--- src/rtl/noc_inject_arbiter_pkg.sv ---
// Shared definitions for the NoC injection arbiter.
//  - Default parameter values for one PE-cluster-to-router instance.
//  - FSM state encoding (IDLE=0, LOCKED=1).
//  - Flit layout helpers: the CONNECT flit is {valid, is_tail, dest, vc, data}
//    with data in the least significant bits.
package noc_inject_arbiter_pkg;

  localparam int DEF_NUM_SRC         = 4;
  localparam int DEF_SRC_BITS        = 2;
  localparam int DEF_FLIT_DATA_WIDTH = 32;
  localparam int DEF_DEST_BITS       = 4;
  localparam int DEF_NUM_VCS         = 2;
  localparam int DEF_VC_BITS         = 1;
  localparam int DEF_CREDITS_PER_VC  = 8;
  localparam int DEF_CRED_BITS       = 4;

  typedef enum logic {
    IDLE   = 1'b0,
    LOCKED = 1'b1
  } state_t;

  // Total flit width: valid + is_tail + dest + vc + data.
  function automatic int flit_width(input int dest_bits, input int vc_bits, input int data_bits);
    return 2 + dest_bits + vc_bits + data_bits;
  endfunction

  // Field offsets (LSB positions) within the flit.
  function automatic int vc_lsb(input int data_bits);
    return data_bits;
  endfunction

  function automatic int dest_lsb(input int vc_bits, input int data_bits);
    return data_bits + vc_bits;
  endfunction

endpackage

--- src/rtl/noc_inject_arbiter_rr.sv ---
// Purely combinational round-robin picker.
//  req       in   N         request vector
//  ptr       in   IDX_BITS  last winner; scanning starts at ptr+1
//  grant     out  N         one-hot grant or zero
//  grant_idx out  IDX_BITS  index of the granted requester (0 when none)
//  any       out  1         at least one request present
module noc_rr_arbiter #(
  parameter int N        = 4,
  parameter int IDX_BITS = 2
) (
  input  logic [N-1:0]        req,
  input  logic [IDX_BITS-1:0] ptr,
  output logic [N-1:0]        grant,
  output logic [IDX_BITS-1:0] grant_idx,
  output logic                any
);

  logic [IDX_BITS-1:0] idx;

  // NOTE: every output of a combinational block gets a default before any
  // branch, so no path leaves a value held and no latch is inferred.
  always_comb begin
    grant     = '0;
    grant_idx = '0;
    any       = 1'b0;
    idx       = '0;
    for (int off = 1; off <= N; off++) begin
      idx = IDX_BITS'((int'(ptr) + off) % N);
      if (!any && req[idx]) begin
        any        = 1'b1;
        grant[idx] = 1'b1;
        grant_idx  = idx;
      end
    end
  end

endmodule

--- src/rtl/noc_inject_arbiter.sv ---
// Injection arbiter sharing one router send port between NUM_SRC PE sources.
// Round-robin between packets, packet-atomic ownership, per-VC credit flow
// control, registered CONNECT flit output.
//  clk, rst_n       clock (rising) and asynchronous active-low reset
//  src_valid/tail   per-source flit present / flit is last of its packet
//  src_dest/vc/data flattened per-source fields (slice i belongs to source i)
//  src_ready        one-hot or zero, combinational: flit i taken this cycle
//  send_flit        registered {valid, is_tail, dest, vc, data}
//  credit_in_*      one credit returned by the router for a VC
//  grant_id         current or last owner
//  busy             high while a multi-flit packet holds the port
//  credit_err       sticky: a credit came back to an already-full counter
module noc_inject_arbiter
  import noc_inject_arbiter_pkg::*;
#(
  parameter int NUM_SRC         = DEF_NUM_SRC,
  parameter int SRC_BITS        = DEF_SRC_BITS,
  parameter int FLIT_DATA_WIDTH = DEF_FLIT_DATA_WIDTH,
  parameter int DEST_BITS       = DEF_DEST_BITS,
  parameter int NUM_VCS         = DEF_NUM_VCS,
  parameter int VC_BITS         = DEF_VC_BITS,
  parameter int CREDITS_PER_VC  = DEF_CREDITS_PER_VC,
  parameter int CRED_BITS       = DEF_CRED_BITS,
  localparam int FLIT_W         = flit_width(DEST_BITS, VC_BITS, FLIT_DATA_WIDTH)
) (
  input  logic                               clk,
  input  logic                               rst_n,
  input  logic [NUM_SRC-1:0]                 src_valid,
  input  logic [NUM_SRC-1:0]                 src_tail,
  input  logic [NUM_SRC*DEST_BITS-1:0]       src_dest,
  input  logic [NUM_SRC*VC_BITS-1:0]         src_vc,
  input  logic [NUM_SRC*FLIT_DATA_WIDTH-1:0] src_data,
  output logic [NUM_SRC-1:0]                 src_ready,
  output logic [FLIT_W-1:0]                  send_flit,
  input  logic                               credit_in_valid,
  input  logic [VC_BITS-1:0]                 credit_in_vc,
  output logic [SRC_BITS-1:0]                grant_id,
  output logic                               busy,
  output logic                               credit_err
);

  localparam int NUM_VC_CODES = 1 << VC_BITS;

  state_t               state, state_nxt;
  logic [SRC_BITS-1:0]  owner, ptr, win;
  logic [VC_BITS-1:0]   lock_vc, fire_vc;
  logic                 fire;
  logic [CRED_BITS-1:0] credit [NUM_VCS];
  logic [NUM_VCS-1:0]   cred_dec, cred_inc;

  logic [DEST_BITS-1:0]       dest_of [NUM_SRC];
  logic [VC_BITS-1:0]         vc_of   [NUM_SRC];
  logic [FLIT_DATA_WIDTH-1:0] data_of [NUM_SRC];

  always_comb begin
    for (int i = 0; i < NUM_SRC; i++) begin
      dest_of[i] = src_dest[i*DEST_BITS +: DEST_BITS];
      vc_of[i]   = src_vc[i*VC_BITS +: VC_BITS];
      data_of[i] = src_data[i*FLIT_DATA_WIDTH +: FLIT_DATA_WIDTH];
    end
  end

  // Per-VC-code "may send" flags. Codes at or above NUM_VCS have no counter
  // and are tied low, which keeps an out-of-range src_vc from ever firing.
  logic [NUM_VC_CODES-1:0] vc_avail;
  for (genvar k = 0; k < NUM_VC_CODES; k++) begin : g_vc_avail
    if (k < NUM_VCS) begin : g_real
      assign vc_avail[k] = (credit[k] != '0);
    end else begin : g_unused
      assign vc_avail[k] = 1'b0;
    end
  end

  logic [NUM_SRC-1:0]  elig_idle, rr_grant;
  logic [SRC_BITS-1:0] rr_idx;
  logic                rr_any;

  always_comb begin
    for (int i = 0; i < NUM_SRC; i++) begin
      elig_idle[i] = src_valid[i] && vc_avail[vc_of[i]];
    end
  end

  noc_rr_arbiter #(
    .N        (NUM_SRC),
    .IDX_BITS (SRC_BITS)
  ) u_rr (
    .req       (elig_idle),
    .ptr       (ptr),
    .grant     (rr_grant),
    .grant_idx (rr_idx),
    .any       (rr_any)
  );

  // Fire decision and next state. While LOCKED the owner is the only
  // candidate and always sends on the VC captured with its head flit.
  // Gating with rst_n keeps src_ready low while reset is held, so no source
  // believes a flit was accepted that the reset then discards.
  always_comb begin
    fire      = 1'b0;
    win       = rr_idx;
    fire_vc   = vc_of[rr_idx];
    state_nxt = state;
    src_ready = '0;
    unique case (state)
      IDLE: begin
        if (rr_any && rst_n) begin
          fire      = 1'b1;
          state_nxt = src_tail[rr_idx] ? IDLE : LOCKED;
        end
      end
      LOCKED: begin
        win     = owner;
        fire_vc = lock_vc;
        if (src_valid[owner] && vc_avail[lock_vc] && rst_n) begin
          fire = 1'b1;
          if (src_tail[owner]) state_nxt = IDLE;
        end
      end
      default: state_nxt = IDLE;
    endcase
    if (fire) src_ready[win] = 1'b1;
  end

  assign busy = (state == LOCKED);

  // NOTE: sequential state uses non-blocking assignments so every register
  // samples the pre-edge values, independent of statement order.
  always_ff @(posedge clk or negedge rst_n) begin
    if (!rst_n) begin
      state     <= IDLE;
      owner     <= '0;
      lock_vc   <= '0;
      ptr       <= SRC_BITS'(NUM_SRC - 1);
      grant_id  <= '0;
      send_flit <= '0;
    end else begin
      state <= state_nxt;
      if (fire) begin
        ptr       <= win;
        grant_id  <= win;
        send_flit <= {1'b1, src_tail[win], dest_of[win], fire_vc, data_of[win]};
        if (state == IDLE) begin
          owner   <= win;
          lock_vc <= fire_vc;
        end
      end else begin
        // Never present a stale flit to the router.
        send_flit <= '0;
      end
    end
  end

  always_comb begin
    for (int v = 0; v < NUM_VCS; v++) begin
      cred_dec[v] = fire && (fire_vc == VC_BITS'(v));
      cred_inc[v] = credit_in_valid && (credit_in_vc == VC_BITS'(v));
    end
  end

  // Credit counters: a simultaneous send and return on one VC cancel out.
  // A return into a full counter saturates and raises the sticky error.
  always_ff @(posedge clk or negedge rst_n) begin
    if (!rst_n) begin
      for (int v = 0; v < NUM_VCS; v++) credit[v] <= CRED_BITS'(CREDITS_PER_VC);
      credit_err <= 1'b0;
    end else begin
      for (int v = 0; v < NUM_VCS; v++) begin
        if (cred_inc[v] && !cred_dec[v]) begin
          if (credit[v] == CRED_BITS'(CREDITS_PER_VC)) credit_err <= 1'b1;
          else                                          credit[v]  <= credit[v] + CRED_BITS'(1);
        end else if (cred_dec[v] && !cred_inc[v]) begin
          credit[v] <= credit[v] - CRED_BITS'(1);
        end
      end
    end
  end

endmodule

--- config.mk ---
export PLATFORM = sky130hd
export DESIGN_NAME = noc_inject_arbiter
export DESIGN_NICKNAME = d
export VERILOG_FILES = /design/src/rtl/noc_inject_arbiter_pkg.sv /design/src/rtl/noc_inject_arbiter_rr.sv /design/src/rtl/noc_inject_arbiter.sv
export SDC_FILE = /design/constraint.sdc
export NUM_CORES = 1
export LEC_CHECK = 0
export CORE_MARGIN = 1
export CORE_UTILIZATION = 39
export DETAILED_ROUTE_END_ITERATION = 10
export PLACE_DENSITY = 0.84
export SYNTH_ARGS = -nofsm -noshare
export SYNTH_HDL_FRONTEND = slang
export SYNTH_SLANG_ARGS = --single-unit
--- constraint.sdc ---
create_clock -name clk -period 4.4 [get_ports clk]
set_input_delay 0.88 -clock clk [delete_from_list [all_inputs] [get_ports clk]]
set_output_delay 0.88 -clock clk [all_outputs]
set_load 0.02 [all_outputs]
==> results.md <==
* Clock-pin slew on the worst setup and hold paths at 0.09 ns
* Worst skew pair latency at 0.30 ns
* Switching power share of the total at 40.3%
* Final setup viols at 0
* Die extent in x at 97.4 microns
* Worst Setup Path Type: input pin to output pin
* Clock tree buffer depth at 2
* Most common library cells after synthesis: dfrtp_1, and2_1, mux4_2, nand2_1
* Most frequent cell after synthesis: dfrtp_1
* Num CTS Buffers at 5
* Via count at 3314
* GRT Total Usage at 24.4%
* Share of the synthesized area in the top cell type at 36.7%
* Placed Area at 0.00580 sq mm
* FMAX at 248 MHz
* Core ar. at 0.00876 sq mm
* # port buffers at 206
* DP HPWL at 9480 microns
* Mapped Nets at 447
* Vias in the first global route at 3547
* MaxCap Viol Count at 0
* Comb power frac at 66.8%
* Final Skew at 0.00667 ns
* Number of library cell types mapped by synthesis at 58
* Crit share post-route at 91.7%
* Iteration count of the initial detailed-routing pass at 4
* DRT antenna net count at 0
* RSZ-0062 raised after global routing: no
* Syn avg cell area at 12.6 sq um
* Setup TNS Final at 0 ns
* Clock sinks at 56
* Fin area at 0.00589 sq mm
* Clock Power Share at 7.2%
* Post-Route WL at 11300 microns
* Drt via density at 5.45
* WP buf/inv at 3
* Seq cells post-synth at 56
* Synth Cell Area at 0.00355 sq mm
* Synth Instances at 282
* Share of layout cells above drive strength 1 at 17.4%
* Top cells by area, synth: dfrtp_1, mux4_2, and2_1
* Root Buffer: clkbuf_8
* CP startpoint kind: input pin
* H-Tree Depth at 2
* Seq pwr share at 26.0%
* LEAKAGE at 2.45 nW
* Max-slew violations at 0
* CP max-delay cell: clkdlybuf4s50_1
* Post-synth EDFFs at 0
* Worst EP required at 3.52 ns
* Synth async-reset ratio at 100%
* Final Net Count at 665
* Worst-Margin Slew at 0.652 ns
* Worst path cell trace: clkdlybuf4s50_1 -> nand2b_1 -> o22ai_1 -> buf_4 -> or3_1 -> and4_1 -> nand2_1 -> o21ai_4 -> nor3_1 -> dlymetal6s2s_1
* Synth area leader: dfrtp_1
* Post-route DRC at 0
* Post-CTS Hold Buffers at 0
* Cell Rows at 34
* Syn-to-layout area delta at 66.1%
* Internal power at 2.22 mW
* Die area at 0.00948 sq mm
* Crit path DAT at 3.15 ns
* Final hold slack at 0.435 ns
* Min-delay worst type: input pin to asynchronous set/reset pin
* Initial cell density of the core at 40.5%
* Critical Path Sink Type: output pin
* Crit path max fanout at 10
* PwrDens at 631 mW/mm^2
* Top Ports at 207
* Initial antenna violation count at 0
* Peak supply drop at 0.290 mV
* 1st-iter DRT viols at 93
* CP delay by family, top: simple AND/OR/NAND/NOR gates
* Status: finished, final reports clean
* RD Place Congestion at 0.853
* Final Util at 67.3%
* CTS tree: yes
* GRT overflow at 0
* Slew headroom at 56.5%
* Final Critical Period at 4.03 ns
* First-pass GRT wire length at 18100 microns
* Largest net degree at the start of global routing at 36
* Max incr delay on CP at 0.49 ns
* Syn. warnings at 0
* Diode count at 0
* Die Y at 97.4 microns
* Wire per inst at 18.6 microns
* Switching power at 1.50 mW
* Seq/Total Area, Yosys at 39.6%
* Final Hold Fails at 0
* Top_reg_cell synth: dfrtp_1
## cell type report
cell class	count	area [sq um]
clock buffer	6	72.6
tap	108	135
fill	659	2870
timing repair buffer	226	2220
multi-input combinational	202	2020
clock inverter	1	5.00
sequential	56	1410
inverter	9	33.8
## worst paths after layout
kind                            cells past startpoint                  start                 endpoint  slack, ns
worst max-delay path                               10              src_vc[2]             src_ready[3]       0.37
worst min-delay path                                1                  rst_n  send_flit[32]$_DFF_PN0_       0.43
worst max register to register                     15  credit[1]$_DFFE_PN0P_    credit[3]$_DFFE_PN1P_       0.48
worst min register to register                      2   credit_err$_DFF_PN0_     credit_err$_DFF_PN0_       0.49
max in group asynchronous                           2                  rst_n       ptr[1]$_DFFE_PN1P_       3.30
min in group clk                                    2   credit_err$_DFF_PN0_     credit_err$_DFF_PN0_       0.49
## power by group through the flow
stage	sequential, mW	clock (mW)	combinational [mW]
after floorplan	1.16	0	1.40
after global placement	0.968	0	2.45
after detailed placement	0.977	0	2.50
after CTS	0.966	0.276	2.51
after global routing	0.997	0.296	2.67
final	0.967	0.267	2.48
## layer usage
layer  vias to the layer above  global-route usage [%]  share of wire, %
li1                       1505                       -                 -
met1                      1622                    29.0                38
met2                       155                    42.9                52
met3                        32                    5.54               6.4
met4                         0                    9.05               3.4
met5                         -                       0                 0
## sequential cells by signal, indices dropped and copies added (netlist names)
name / cells
send_flit: 39
credit: 8
grant_id: 2
owner: 2
ptr: 2
busy: 1
credit_err: 1
lock_vc: 1
## kinds of logic (layout without fill, tap and decap cells)
group                      after synthesis  in the layout  synth area share, %
and+or+nand+nor                         98             98                 15.6
DFF                                     56             56                 39.6
AOI/OAI and AO/OA                       47             47                 10.6
muxes                                   45             45                 26.5
buffers and inverters                   24            242                 3.91
xor gates and xnor gates                 7              7                 1.73
adders and majority gates                5              5                 1.97
## metrics by stage
| stage | worst slack (ns) | cells | power [mW] |
|---|---|---|---|
| finish | 0.367 | 608 | 3.72 |
| global route | 0.161 | 608 | 3.97 |
| CTS | 0.0179 | 608 | 3.75 |
| detailed placement | 0.0322 | 601 | 3.48 |
| global placement | 0.0684 | 601 | 3.42 |
| floorplan | 0.719 | 282 | 2.57 |
## cells in the final DEF (no fill, tap or decap), types with 2 or more instances in the layout
cell type          n
a21oi_1            5
a22o_1             4
a31oi_1            2
and2_1            40
and3_1             2
buf_4             20
clkbuf_8           5
clkdlybuf4s50_1  201
dfrtp_1           52
dfstp_2            4
dlymetal6s2s_1     4
ha_1               4
inv_1              8
mux2i_1            4
mux4_2            39
nand2_1           23
nand2b_1           2
nand3_1            3
nor2_1             8
nor2b_1            4
nor3_1             4
nor4_2             2
o211ai_2           2
o21a_1             3
o21ai_0            5
o22a_1             2
o22ai_1            3
o41ai_1            3
or4_4              2
xnor2_1            5
xor2_1             2
## what timing repair did
action	CTS	global route
endpoints found under the setup margin	0	4
gates resized for setup	0	5
hold endpoints to repair	0	0
setup buffers	0	0
(Power assumes the default switching activity.)
